===== config.mk =====
export PLATFORM = sky130hd
export DESIGN_NAME = block_transfer_sequencer
export DESIGN_NICKNAME = d
export VERILOG_FILES = /design/src/rtl/block_transfer_sequencer_pkg.sv /design/src/rtl/block_transfer_sequencer_lowest_set_finder.sv /design/src/rtl/block_transfer_sequencer.sv
export SDC_FILE = /design/constraint.sdc
export NUM_CORES = 1
export LEC_CHECK = 0
export ABC_CLOCK_PERIOD_IN_PS = 8070
export BUFFER_PORTS_ARGS = -buffer_cell sky130_fd_sc_hd__buf_2
export CAP_MARGIN = 25
export CORE_ASPECT_RATIO = 1.4
export CORE_MARGIN = 2
export CORE_UTILIZATION = 57
export CTS_BUF_LIST = sky130_fd_sc_hd__clkbuf_2
export CTS_CLUSTER_DIAMETER = 100
export DETAILED_ROUTE_END_ITERATION = 10
export PLACE_DENSITY = 0.83
export SLEW_MARGIN = 20
export SYNTH_ARGS = -nofsm -noshare
export SYNTH_HDL_FRONTEND = slang
export SYNTH_SLANG_ARGS = --single-unit

===== constraint.sdc =====
create_clock -name CLK -period 8.07 [get_ports CLK]
set_input_delay 0.807 -clock CLK [delete_from_list [all_inputs] [get_ports CLK]]
set_output_delay 0.807 -clock CLK [all_outputs]
set_load 0.01 [all_outputs]

===== src/rtl/block_transfer_sequencer_pkg.sv =====
`default_nettype none
// ============================================================================
// Module      : block_transfer_sequencer_pkg
// Description : Shared types, constants and helpers for the LDM/STM sequencer.
// Revision    : 1.0 - initial release
// ============================================================================
package block_transfer_sequencer_pkg;

    typedef enum logic [1:0] {
        ST_IDLE  = 2'd0,
        ST_XFER  = 2'd1,
        ST_WBACK = 2'd2,
        ST_DONE  = 2'd3
    } state_t;

    localparam int         WORD_BYTES = 4;
    localparam logic [3:0] PC_REG     = 4'd15;

    function automatic logic [4:0] popcount16(input logic [15:0] v);
        logic [4:0] c;
        c = '0;
        for (int i = 0; i < 16; i++) begin
            c = c + 5'(v[i]);
        end
        return c;
    endfunction

endpackage
`default_nettype wire


===== src/rtl/block_transfer_sequencer_lowest_set_finder.sv =====
`default_nettype none
// ============================================================================
// Module      : lowest_set_finder
// Description : 16-bit priority encoder returning the index of the lowest set bit.
// Revision    : 1.0 - initial release
// ============================================================================
module lowest_set_finder (
    input  logic [15:0] i_mask,
    output logic [3:0]  o_index,
    output logic        o_valid
);

    // Scanning downward lets the lowest set bit win the last assignment.
    always_comb begin
        o_index = '0;
        for (int i = 15; i >= 0; i--) begin
            if (i_mask[i]) begin
                o_index = 4'(i);
            end
        end
    end

    assign o_valid = |i_mask;

endmodule
`default_nettype wire


===== src/rtl/block_transfer_sequencer.sv =====
`default_nettype none
// ============================================================================
// Module      : block_transfer_sequencer
// Description : Load/store-multiple sequencer driving register file and memory.
// Revision    : 1.0 - initial release
// ============================================================================
module block_transfer_sequencer
    import block_transfer_sequencer_pkg::*;
#(
    parameter int WIDTH = 32,
    parameter int NREGS = 16
) (
    input  logic             CLK,
    input  logic             RST,
    input  logic             Start,
    input  logic             L,
    input  logic             U,
    input  logic             P,
    input  logic             W,
    input  logic [3:0]       Rn,
    input  logic [NREGS-1:0] RegList,
    input  logic [WIDTH-1:0] BaseVal,
    input  logic [WIDTH-1:0] RegRD,
    input  logic [WIDTH-1:0] MemRD,
    input  logic             MemReady,
    output logic [3:0]       RegRAddr,
    output logic [3:0]       RegWAddr,
    output logic             RegWE,
    output logic [WIDTH-1:0] RegWD,
    output logic             PCWE,
    output logic             MemReq,
    output logic             MemWE,
    output logic [WIDTH-1:0] MemAddr,
    output logic [WIDTH-1:0] MemWD,
    output logic             Busy,
    output logic             Done
);

    localparam logic [WIDTH-1:0] c_word = WIDTH'(WORD_BYTES);

    state_t             r_state;
    logic               r_l;
    logic               r_w;
    logic               r_rn_in_list;
    logic [3:0]         r_rn;
    logic [NREGS-1:0]   r_mask;
    logic [WIDTH-1:0]   r_addr;
    logic [WIDTH-1:0]   r_final;

    logic [4:0]         w_cnt;
    logic [WIDTH-1:0]   w_span;
    logic [WIDTH-1:0]   w_start_addr;
    logic [3:0]         w_idx;
    logic               w_valid;
    logic [NREGS-1:0]   w_mask_next;
    logic               w_load_beat;

    lowest_set_finder u_finder (
        .i_mask  (r_mask),
        .o_index (w_idx),
        .o_valid (w_valid)
    );

    assign w_cnt       = popcount16(RegList);
    assign w_span      = WIDTH'(w_cnt) * c_word;
    assign w_mask_next = r_mask & ~(NREGS'(1) << w_idx);

    // Decrementing modes still walk upward from the lowest address of the block.
    always_comb begin
        w_start_addr = BaseVal;
        case ({U, P})
            2'b10:   w_start_addr = BaseVal;
            2'b11:   w_start_addr = BaseVal + c_word;
            2'b00:   w_start_addr = BaseVal - w_span + c_word;
            default: w_start_addr = BaseVal - w_span;
        endcase
    end

    always_ff @(posedge CLK) begin
        if (RST) begin
            r_state      <= ST_IDLE;
            r_l          <= 1'b0;
            r_w          <= 1'b0;
            r_rn_in_list <= 1'b0;
            r_rn         <= '0;
            r_mask       <= '0;
            r_addr       <= '0;
            r_final      <= '0;
        end else begin
            case (r_state)
                ST_IDLE: begin
                    if (Start) begin
                        r_l          <= L;
                        r_w          <= W;
                        r_rn         <= Rn;
                        r_rn_in_list <= RegList[Rn];
                        r_mask       <= RegList;
                        r_addr       <= w_start_addr;
                        r_final      <= U ? (BaseVal + w_span) : (BaseVal - w_span);
                        r_state      <= (w_cnt != 5'd0) ? ST_XFER : ST_DONE;
                    end
                end
                ST_XFER: begin
                    if (MemReady && w_valid) begin
                        r_mask <= w_mask_next;
                        r_addr <= r_addr + c_word;
                        if (w_mask_next == '0) begin
                            // A load that refills Rn keeps the loaded value instead.
                            r_state <= (r_w && !(r_l && r_rn_in_list)) ? ST_WBACK : ST_DONE;
                        end
                    end
                end
                ST_WBACK: r_state <= ST_DONE;
                default:  r_state <= ST_IDLE;
            endcase
        end
    end

    assign w_load_beat = (r_state == ST_XFER) && r_l && MemReady && w_valid;

    always_comb begin
        RegRAddr = '0;
        RegWAddr = '0;
        RegWE    = 1'b0;
        RegWD    = '0;
        PCWE     = 1'b0;
        MemReq   = 1'b0;
        MemWE    = 1'b0;
        MemAddr  = '0;
        MemWD    = '0;
        Busy     = (r_state != ST_IDLE);
        Done     = (r_state == ST_DONE);
        if (r_state == ST_XFER) begin
            MemReq  = 1'b1;
            MemAddr = r_addr;
            if (!r_l) begin
                RegRAddr = w_idx;
                MemWE    = 1'b1;
                MemWD    = RegRD;
            end
        end
        if (w_load_beat) begin
            RegWAddr = w_idx;
            RegWD    = MemRD;
            PCWE     = (w_idx == PC_REG);
            RegWE    = (w_idx != PC_REG);
        end
        if (r_state == ST_WBACK) begin
            RegWE    = 1'b1;
            RegWAddr = r_rn;
            RegWD    = r_final;
        end
    end

endmodule
`default_nettype wire


==> reports/results.ini, run 1 <==
[global_routing]
grt_antenna_before_repair=5
grt_util_all_layers=0.412
maximum_number_of_pins_on_one_net_before_global_route_repair=94
grt_pass1_wl_um=57500
globalRouteOverflowTotal=0
grt_pass1_vias=10404

[cts]
cts-resized-gates=0
tritoncts_clock_tree=yes
cts.repair_timing.setup_buffer_count=0
clkTransAtPathRegs_ns=0.30
cts_root_buffer=sky130_fd_sc_hd__clkbuf_2
number_of_clock_sinks=89
cts_buffers=9
latest_clock_arrival_within_the_worst_skew_pair_ns=0.66
ctsHtreeMaxLevel=3
cts.path.max_buffers=2
postCtsHoldBufs=0

[job]
cap_violations=0

[cells_and_area]
post_route_cells_drive_above_1_share=0.198
area_growth_pct=13.5
nets=1758
mostFrequentLayoutCell=sky130_fd_sc_hd__nand2_1
most_frequent_cells_in_the_layout=260 x sky130_fd_sc_hd__nand2_1, 233 x sky130_fd_sc_hd__buf_2, 129 x sky130_fd_sc_hd__a21oi_1

[logic_synthesis]
synth.cell_area_um2=9690
primary_ff_master_synth=sky130_fd_sc_hd__dfxtp_1
yosys.cell_types.count=93
synth.yosys.seq_area_share=0.184
postSynthAreaPerCell_um2=6.70
syn-num-nets=1607
yosys_warnings=0
yosys_register_bits=89
syn-instance-count=1446
number_of_enable_flip_flop_cells_after_synthesis=0
synth_async_sr_flop_share=0

[timing]
final_hold_viol_count=0
period_share=0.869
timing.final.ws_setup_ns=1.06
timing.fmax_mhz=143
maxSlewHeadroom=0.291
setup_skew_ns=0.0460
setup_repair_after_global_routing_missed_its_margin=no
final.setup.tns_ns=0
whs_ns=0.339
pin_slew_with_the_least_headroom_to_its_limit_ns=1.06
period_minus_slack_ns=7.01
setup-violations-final=0
finalMaxSlewViolations=0

[routing]
ant_nets=0
drt_first_iter_violations=1205
drt_pass1_iterations=10
via_per_inst=6.44
drc_violations_left=1
avgRoutedWirePerCell_um=20.9
final_routed_wirelength_across_all_metal_layers_um=37800
total_number_of_vias=11648

[power_and_ir_drop]
leakagePower_nw=4.56
powerDensity_nw_per_um2=272
total_power_mw=3.00
ir_drop_mv=0.153

[floorplan]
floorplan.die_area_um2=18100
die_w_um=114
floorplan.rows=56
io_pins=234
floorplan.initialDensity=0.581
vert_die_dim_um=158
fp.coreArea_um2=16700

[place]
place_ws_ns=0.476
io_buffers=233
hpwl_um=28200
gp_congestion=1.06

[worst_hold_path]
hold_path.class=input pin to flop
timing.hold.worst.start=L
holdPathStages=3
worst_hold_path.endpoint=r_l

[status]
violations=DRC
run_status=finished with violations

[setup_path]
timing.critical_path.cells=buf_2 -> inv_1 -> fa_1 -> fa_1 -> fa_1 -> fa_1 -> inv_1 -> ha_1 -> inv_1 -> fa_1 -> xnor2_1 -> ha_1 -> and2b_1 -> a2111oi_2 -> nor2_1 -> nor4b_2 -> or2_0 -> o211ai_1 -> xnor2_1 -> a221oi_1 -> o21ai_0 -> a32o_1
crit_path_start_kind=input pin
cp_max_fo=8
worstRegToRegCells=9
cp-end-kind=flop
regToRegEndpoint=r_addr[11]
worst_path_max_delay_cell=sky130_fd_sc_hd__fa_1
most_frequent_cp_cell=sky130_fd_sc_hd__fa_1
timing_worst_setup_path_type=input pin to flop
critPathArrivalTime_ns=7.56
cp_num_buf_inv=4
worst-r2r-setup-slack_ns=4.36
worstPathRequired_ns=8.62
worst_path_dominant_cell_family=adder cells
worst_path_largest_cell_delay_ns=0.57
r2r-start=r_mask[1]

==> final cells by class <==
cell class	instances	area, um2
fillers	1574	5680
multi-input cells	1186	7250
inverters	59	221
clock buffers	9	45.0
well taps	203	254
diodes	4	10.0
repair buffers	252	1330
clock inverters	7	106
flip-flops and latches	89	1780
==> worst register-to-register path, stage by stage, from the launching register on <==
cell                      delay, ns
sky130_fd_sc_hd__dfxtp_1       0.50
sky130_fd_sc_hd__nor4_1        0.74
sky130_fd_sc_hd__nand2_1       0.33
sky130_fd_sc_hd__o21ai_1       0.63
sky130_fd_sc_hd__nand2_1       0.19
sky130_fd_sc_hd__o21ai_1       0.11
sky130_fd_sc_hd__buf_4         0.30
sky130_fd_sc_hd__a21oi_1       0.08
sky130_fd_sc_hd__o21ai_0       0.68
sky130_fd_sc_hd__nor2_1        0.10
==> metal layers <==
layer | GRT usage | wire [um] | vias to the layer above | part of all wire
met5 | 0 | 26 | - | 0.00069
met4 | 0.310 | 3120 | 4 | 0.082
met3 | 0.121 | 4000 | 173 | 0.11
met2 | 0.688 | 17900 | 737 | 0.47
met1 | 0.438 | 12800 | 5338 | 0.34
li1 | - | - | 5396 | -
==> flip-flops by register name, summed over array words and instances, names as in the netlist <==
name	count
r_state	2
r_addr	32
r_w	1
r_rn	4
r_mask	16
r_rn_in_list	1
r_final	32
r_l	1
==> cell usage after synthesis (12+ instances only) <==
| library cell | instances | area (um2) |
|---|---|---|
| sky130_fd_sc_hd__dfxtp_1 | 89 | 1780 |
| sky130_fd_sc_hd__o22ai_1 | 13 | 81.3 |
| sky130_fd_sc_hd__xnor2_1 | 43 | 377 |
| sky130_fd_sc_hd__a21oi_1 | 129 | 646 |
| sky130_fd_sc_hd__and3_1 | 12 | 75.1 |
| sky130_fd_sc_hd__nand3_1 | 40 | 200 |
| sky130_fd_sc_hd__ha_1 | 25 | 313 |
| sky130_fd_sc_hd__fa_1 | 12 | 240 |
| sky130_fd_sc_hd__nor2_1 | 105 | 394 |
| sky130_fd_sc_hd__a31oi_1 | 21 | 131 |
| sky130_fd_sc_hd__o21ai_0 | 102 | 510 |
| sky130_fd_sc_hd__nand4_1 | 16 | 100 |
| sky130_fd_sc_hd__clkbuf_1 | 95 | 357 |
| sky130_fd_sc_hd__inv_1 | 57 | 214 |
| sky130_fd_sc_hd__nand2_1 | 260 | 976 |
| sky130_fd_sc_hd__nor3_1 | 56 | 280 |
| sky130_fd_sc_hd__a22oi_1 | 19 | 143 |
| sky130_fd_sc_hd__and2_1 | 68 | 425 |
| sky130_fd_sc_hd__or3_1 | 16 | 100 |
| sky130_fd_sc_hd__xor2_1 | 39 | 342 |
| sky130_fd_sc_hd__a211oi_1 | 22 | 165 |
==> through the flow <==
stage	util	instance area, um2	instances
after detailed placement	0.649	10800	1788
after CTS	0.658	11000	1804
after global placement	0.647	10800	1786
after global routing	0.659	11000	1807
after floorplan	-	9690	1446
final	0.660	11000	1809
==> cell families after synthesis <==
group / after synthesis / synth area share
buf+inv: 171 / 0.0704
mux: 16 / 0.0232
flops: 89 / 0.184
compound gates: 400 / 0.258
fa+ha+maj: 37 / 0.0571
xor+xnor: 83 / 0.0758
simple gates: 650 / 0.331
==> worst max path at each step <==
stage | start | endpoint | cells after the start
finish | RegList[0] | r_addr[16] | 22
global route | RegList[0] | r_addr[16] | 22
CTS | RegList[0] | r_addr[16] | 22
detailed placement | RegList[0] | r_addr[16] | 22
global placement | RegList[0] | r_addr[16] | 22
floorplan | RegList[0] | r_addr[14] | 23
==> power breakdown <==
part           internal [mW]  switching, mW  total [mW]
combinational          0.690           1.30        1.99
sequential             0.564          0.146       0.710
clock                  0.110          0.189       0.299
Note: power is estimated with default switching activity, not from simulation.
==> run 2: changes to the inputs <==
--- a/config.mk
+++ b/config.mk
@@ -8,7 +8,6 @@
 export ABC_CLOCK_PERIOD_IN_PS = 8070
 export BUFFER_PORTS_ARGS = -buffer_cell sky130_fd_sc_hd__buf_2
 export CAP_MARGIN = 25
-export CORE_ASPECT_RATIO = 1.4
 export CORE_MARGIN = 2
 export CORE_UTILIZATION = 57
 export CTS_BUF_LIST = sky130_fd_sc_hd__clkbuf_2
==> reports/results.ini, run 2 (same netlist as run 1, synthesis figures left out) <==
[setup_path]
cp-end-kind=flop
worstRegToRegCells=12  ; +3
worstPathRequired_ns=8.66  ; +0.04 ns
crit_path_start_kind=input pin
critPathArrivalTime_ns=7.21  ; -0.35 ns
most_frequent_cp_cell=sky130_fd_sc_hd__fa_1
cp_max_fo=8  ; unchanged
worst_path_largest_cell_delay_ns=0.57  ; about the same
worst_path_max_delay_cell=sky130_fd_sc_hd__fa_1
critical_path_cell_count=22  ; unchanged
timing_worst_setup_path_type=input pin to flop
cp_num_buf_inv=4  ; unchanged
timing.critical_path.cells=buf_2 -> inv_1 -> fa_1 -> fa_1 -> fa_1 -> fa_1 -> inv_1 -> ha_1 -> inv_1 -> fa_1 -> xnor2_1 -> ha_1 -> and2b_1 -> a2111oi_2 -> nor2_1 -> nor4b_2 -> or2_0 -> o211ai_1 -> xnor2_1 -> a221oi_1 -> o21ai_0 -> a32o_1
worst_path_dominant_cell_family=adder cells

[timing]
setup_repair_after_global_routing_missed_its_margin=no
period_minus_slack_ns=6.62  ; -0.392 ns
timing.fmax_mhz=151  ; +5.9%
maxSlewHeadroom=0.270  ; -0.0204
period_share=0.820  ; -0.0486
setup-violations-final=0  ; unchanged
pin_slew_with_the_least_headroom_to_its_limit_ns=1.09  ; +0.0294 ns
whs_ns=0.333  ; -0.00575 ns
setup_skew_ns=0.0302  ; -0.0158 ns
final_hold_viol_count=0  ; unchanged
finalMaxSlewViolations=0  ; unchanged
final.setup.tns_ns=0  ; unchanged

[routing]
drt_pass1_iterations=6  ; -4
total_number_of_vias=11522  ; -1.1%
drc_violations_left=0  ; -1
drt_first_iter_violations=1085  ; -10%
via_per_inst=6.33  ; -1.6%
ant_nets=0  ; unchanged
avgRoutedWirePerCell_um=20.8  ; -0.71%
final_routed_wirelength_across_all_metal_layers_um=37800  ; -0.16%

[place]
placedCellCount=1801  ; +0.73%
gp_congestion=0.961  ; -9.4%
io_buffers=233  ; unchanged
hpwl_um=28800  ; +2.3%

[floorplan]
fp.coreArea_um2=16600  ; -0.56%
floorplan.initialDensity=0.585  ; +0.00325
die_w_um=134  ; +18%
vert_die_dim_um=134  ; -15%
io_pins=234  ; unchanged
floorplan.die_area_um2=18100  ; about the same
floorplan.rows=47  ; -16%

[cells_and_area]
nets=1753  ; -0.28%
final_cells=1819  ; +0.55%
mostFrequentLayoutCell=sky130_fd_sc_hd__nand2_1
post_route_cells_drive_above_1_share=0.195  ; -0.00314
most_frequent_cells_in_the_layout=260 x sky130_fd_sc_hd__nand2_1, 233 x sky130_fd_sc_hd__buf_2, 129 x sky130_fd_sc_hd__a21oi_1
area_growth_pct=12.5
reg_top3=r_addr (32), r_final (32), r_mask (16)

[cts]
ctsHtreeMaxLevel=3  ; unchanged
number_of_clock_sinks=89  ; unchanged
clkTransAtPathRegs_ns=0.30  ; about the same
cts_root_buffer=sky130_fd_sc_hd__clkbuf_2
postCtsHoldBufs=0  ; unchanged
cts.repair_timing.setup_buffer_count=0  ; unchanged
latest_clock_arrival_within_the_worst_skew_pair_ns=0.67  ; about the same
cts-resized-gates=0  ; unchanged
tritoncts_clock_tree=yes
cts.path.max_buffers=2  ; unchanged
cts_buffers=9  ; unchanged

[global_routing]
maximum_number_of_pins_on_one_net_before_global_route_repair=94  ; unchanged
grt_antenna_before_repair=4  ; -1
grt_pass1_vias=10424  ; +0.19%
globalRouteOverflowTotal=0  ; unchanged
grt_pass1_wl_um=57500  ; about the same
grt_util_all_layers=0.411  ; -0.00102

[power_and_ir_drop]
ir_drop_mv=0.196  ; +28%
total_power_mw=2.85  ; -4.9%
leakagePower_nw=4.49  ; -1.4%
powerDensity_nw_per_um2=262  ; -4.0%

[job]
cap_violations=0  ; unchanged

[worst_hold_path]
hold_path.class=input pin to flop
holdPathStages=3  ; unchanged

[status]
run_status=finished, final reports clean

-- run 2: routing by layer --
metal	GRT usage	routed length (um)	up-vias	part of all wire
li1	-	-	5378	-
met3	0.101	3720	163	0.099
met2	0.678	17500	699	0.46
met1	0.472	13800	5278	0.36
met5	0	27	-	0.00071
met4	0.273	2700	4	0.072
-- run 2: path summary, 6_finish.rpt --
kind	startpoint	end	slack (ns)
worst max-delay path	RegList[11]	r_addr[16]	1.45
worst min-delay path	Rn[2]	r_rn[2]	0.33
worst max register to register	r_state[1]	r_addr[28]	4.37
worst min register to register	r_final[23]	r_final[23]	0.47
-- run 2: stage by stage --
step           setup slack (ns)  instance area, um2   util
2_1_floorplan              1.62                9690      -
3_3_place_gp              0.961               10800  0.651
3_5_place_dp              0.776               10800  0.651
4_1_cts                    1.50               10900  0.657
5_1_grt                    1.07               10900  0.657
6_report                   1.45               10900  0.657
-- run 2: worst register-to-register path, stage by stage (launching register included) --
cell	delay (ns)
sky130_fd_sc_hd__dfxtp_1	0.39
sky130_fd_sc_hd__inv_1	0.11
sky130_fd_sc_hd__ha_2	0.17
sky130_fd_sc_hd__buf_4	0.27
sky130_fd_sc_hd__clkinv_1	0.22
sky130_fd_sc_hd__buf_4	0.27
sky130_fd_sc_hd__nor2_1	0.19
sky130_fd_sc_hd__o21a_1	0.60
sky130_fd_sc_hd__buf_4	0.45
sky130_fd_sc_hd__nor2_1	0.07
sky130_fd_sc_hd__a2111oi_0	0.62
sky130_fd_sc_hd__o31ai_1	0.18
sky130_fd_sc_hd__o22ai_1	0.13
-- run 2: cell type report --
| cell class | instances | area, um2 |
|---|---|---|
| Clock buffer | 9 | 45.0 |
| Clock inverter | 7 | 56.3 |
| Tap cell | 220 | 275 |
| Antenna cell | 2 | 5.00 |
| Timing Repair Buffer | 247 | 1270 |
| Fill cell | 1575 | 5680 |
| Inverter | 59 | 221 |
| Multi-Input combinational cell | 1186 | 7240 |
| Sequential cell | 89 | 1780 |
-- run 2: where the power goes --
| part | switching (mW) | leakage, nW | internal (mW) |
|---|---|---|---|
| Sequential | 0.148 | 0.731 | 0.564 |
| Clock | 0.189 | 0.0577 | 0.0435 |
| Combinational | 1.24 | 3.71 | 0.665 |
==> run 3: changes to the inputs <==
--- a/config.mk
+++ b/config.mk
@@ -5,15 +5,15 @@
 export SDC_FILE = /design/constraint.sdc
 export NUM_CORES = 1
 export LEC_CHECK = 0
-export ABC_CLOCK_PERIOD_IN_PS = 8070
+export ABC_CLOCK_PERIOD_IN_PS = 5400
 export BUFFER_PORTS_ARGS = -buffer_cell sky130_fd_sc_hd__buf_2
 export CAP_MARGIN = 25
 export CORE_MARGIN = 2
-export CORE_UTILIZATION = 57
+export CORE_UTILIZATION = 51
 export CTS_BUF_LIST = sky130_fd_sc_hd__clkbuf_2
 export CTS_CLUSTER_DIAMETER = 100
 export DETAILED_ROUTE_END_ITERATION = 10
-export PLACE_DENSITY = 0.83
+export PLACE_DENSITY = 0.79
 export SLEW_MARGIN = 20
 export SYNTH_ARGS = -nofsm -noshare
 export SYNTH_HDL_FRONTEND = slang
==> constraint.sdc (replaced) <==
create_clock -name CLK -period 5.4 [get_ports CLK]
set_input_delay 0.54 -clock CLK [delete_from_list [all_inputs] [get_ports CLK]]
set_output_delay 0.54 -clock CLK [all_outputs]
set_load 0.01 [all_outputs]
==> reports/results.ini, run 3 (same netlist as run 1, synthesis figures left out) <==
[timing]
period_minus_slack_ns=5.86
maxSlewHeadroom=0.341  ; +0.0704
whs_ns=0.137  ; -0.196 ns
period_share=1.09
setup_skew_ns=0.0348  ; +0.00457 ns
finalMaxSlewViolations=0  ; unchanged
final_hold_viol_count=0  ; unchanged
timing.fmax_mhz=171
timing.final.ws_setup_ns=-0.465  ; -1.91 ns
setup_repair_after_global_routing_missed_its_margin=yes
setup-violations-final=27  ; +27
pin_slew_with_the_least_headroom_to_its_limit_ns=0.984  ; -0.109 ns

[setup_path]
timing_worst_setup_path_type=input pin to flop
worst_path_dominant_cell_family=adder cells
worst_path_max_delay_cell=sky130_fd_sc_hd__fa_2
cp_num_buf_inv=6  ; +2
worst_path_largest_cell_delay_ns=0.60  ; +0.03 ns
worstRegToRegCells=12  ; unchanged
cp-end-kind=flop
critPathArrivalTime_ns=6.37  ; -0.84 ns
r2r-start=r_state[1]
worst-r2r-setup-slack_ns=1.83  ; -2.54 ns
worstPathRequired_ns=5.91  ; -2.75 ns
crit_path_start_kind=input pin
timing.critical_path.cells=buf_8 -> inv_4 -> fa_1 -> fa_1 -> fa_2 -> fa_1 -> inv_1 -> ha_2 -> inv_2 -> fa_2 -> xnor2_4 -> inv_2 -> ha_4 -> and2b_2 -> a2111o_1 -> buf_6 -> nand4_1 -> mux2i_2 -> o2bb2ai_4 -> or3_4 -> mux2i_1 -> mux2_1 -> o21ai_1 -> a311oi_1
regToRegEndpoint=r_addr[28]
cp_max_fo=4  ; -4
most_frequent_cp_cell=sky130_fd_sc_hd__fa_1

[floorplan]
io_pins=234  ; unchanged
floorplan.rows=50  ; +6.4%
floorplan.die_area_um2=20100  ; +11%
fp.coreArea_um2=18700  ; +13%
vert_die_dim_um=142  ; +5.5%
floorplan.initialDensity=0.518  ; -0.0663
die_w_um=142  ; +5.5%

[cts]
tritoncts_clock_tree=yes
ctsHtreeMaxLevel=3  ; unchanged
cts.path.max_buffers=2  ; unchanged
clkTransAtPathRegs_ns=0.25  ; -0.05 ns
cts_root_buffer=sky130_fd_sc_hd__clkbuf_2
number_of_clock_sinks=89  ; unchanged
latest_clock_arrival_within_the_worst_skew_pair_ns=0.64  ; -0.03 ns
cts_buffers=9  ; unchanged

[power_and_ir_drop]
power.switching_fraction=0.510  ; -0.0437
seq_power_share=0.195  ; -0.055
leakagePower_nw=5.71  ; +27%
share_clk_of_total_power=0.058  ; -0.024
powerDensity_nw_per_um2=401  ; +53%
internal_power_mw=2.66  ; +110%
comb_power_share=0.747  ; +0.078
net-switching-power_mw=2.77  ; +75%
ir_drop_mv=0.260  ; +33%

[worst_hold_path]
hold_path.class=input pin to flop
timing.hold.worst.start=W
worst_hold_path.endpoint=r_w
holdPathStages=3  ; unchanged

[status]
violations=setup timing
run_status=finished with violations

[cells_and_area]
sequential_cell_area_um2=1780  ; unchanged
area_growth_pct=39.6
most_frequent_cells_in_the_layout=248 x sky130_fd_sc_hd__nand2_1, 230 x sky130_fd_sc_hd__buf_2, 155 x sky130_fd_sc_hd__buf_4
multi_input_area_um2=8350  ; +15%
post_route_cells_drive_above_1_share=0.364  ; +0.169
nFillCells=1496  ; -5.0%
postLayoutCellArea_um2=13500  ; +24%
reg_top3=r_addr (32), r_final (32), r_mask (16)
mostFrequentLayoutCell=sky130_fd_sc_hd__nand2_1
nets=1930  ; +10%

[routing]
drt_first_iter_violations=1500  ; +38%
avgRoutedWirePerCell_um=19.7  ; -5.0%
drt_pass1_iterations=6  ; unchanged
total_number_of_vias=12532  ; +8.8%
final_routed_wirelength_across_all_metal_layers_um=39600  ; +5.0%
ant_nets=0  ; unchanged
drc_violations_left=0  ; unchanged
via_per_inst=6.24  ; -1.5%

[global_routing]
grt_pass1_vias=11326  ; +8.7%
globalRouteOverflowTotal=0  ; unchanged
grt_util_all_layers=0.371  ; -0.0399
grt_pass1_wl_um=59600  ; +3.6%
maximum_number_of_pins_on_one_net_before_global_route_repair=98  ; +4.3%
grt_antenna_before_repair=1  ; -3

[place]
hpwl_um=28400  ; -1.7%
gp_congestion=1.01  ; +4.6%
place_ws_ns=-1.18  ; -1.96 ns
io_buffers=233  ; unchanged
detailed_place.area_um2=12000  ; +11%

[job]
cap_violations=0  ; unchanged

[run 3: layer usage]
metal  vias up  GRT usage  share of wire  wire length [um]
met5         -          0              0                 0
met4         0      0.185          0.058              2280
met3       172     0.0780          0.092              3660
met2       785      0.612           0.47             18600
met1      5845      0.460           0.38             15100
li1       5730          -              -                 -
[run 3: how the worst max path moves through the flow]
stage	from	end	slack, ns	cells after the start
global route	RegList[9]	r_addr[14]	-0.63	25
CTS	RegList[15]	r_addr[14]	-0.34	24
floorplan	RegList[11]	r_addr[14]	-0.58	23
global placement	RegList[11]	r_addr[16]	-1.05	24
detailed placement	RegList[11]	r_addr[16]	-1.18	24
finish	RegList[15]	r_addr[14]	-0.46	24
[run 3: worst min-delay path: stages]
cell	delay [ns]
sky130_fd_sc_hd__buf_2	0.10
sky130_fd_sc_hd__nand2_1	0.05
sky130_fd_sc_hd__a21oi_1	0.05
[run 3: power groups by stage]
stage	logic (mW)	clock network (mW)	registers, mW
global placement	3.23	0	1.05
floorplan	2.14	0	0.978
CTS	3.61	0.313	1.04
finish	4.06	0.314	1.06
global route	4.36	0.339	1.08
detailed placement	3.31	0	1.06
[run 3: per-stage QoR]
| step | TNS [ns] | instances | util | total power [mW] |
|---|---|---|---|---|
| after detailed placement | -40.95 | 1958 | 0.643 | 4.37 |
| final | -6.73 | 2009 | 0.723 | 5.43 |
| after floorplan | -9.59 | 1446 | - | 3.11 |
| after global placement | -34.54 | 1957 | 0.642 | 4.28 |
| after CTS | -5.35 | 1988 | 0.680 | 4.96 |
| after global routing | -12.18 | 2009 | 0.723 | 5.78 |
[run 3: final cells by class]
| class | instances | share of cell area |
|---|---|---|
| Antenna cell | 1 | 0.000185 |
| Clock buffer | 10 | 0.00370 |
| Clock inverter | 6 | 0.00250 |
| Inverter | 59 | 0.0171 |
| Multi-Input combinational cell | 1186 | 0.617 |
| Sequential cell | 89 | 0.132 |
| Tap cell | 234 | 0.0216 |
| Timing Repair Buffer | 424 | 0.206 |
[run 3: timing repair]
action / CTS / global route
hold buffers: 0 / 0
setup endpoints to repair: 38 / 43
gates resized for setup: 104 / 142
pin swaps: 59 / 80
buffers inserted: 16 / 27
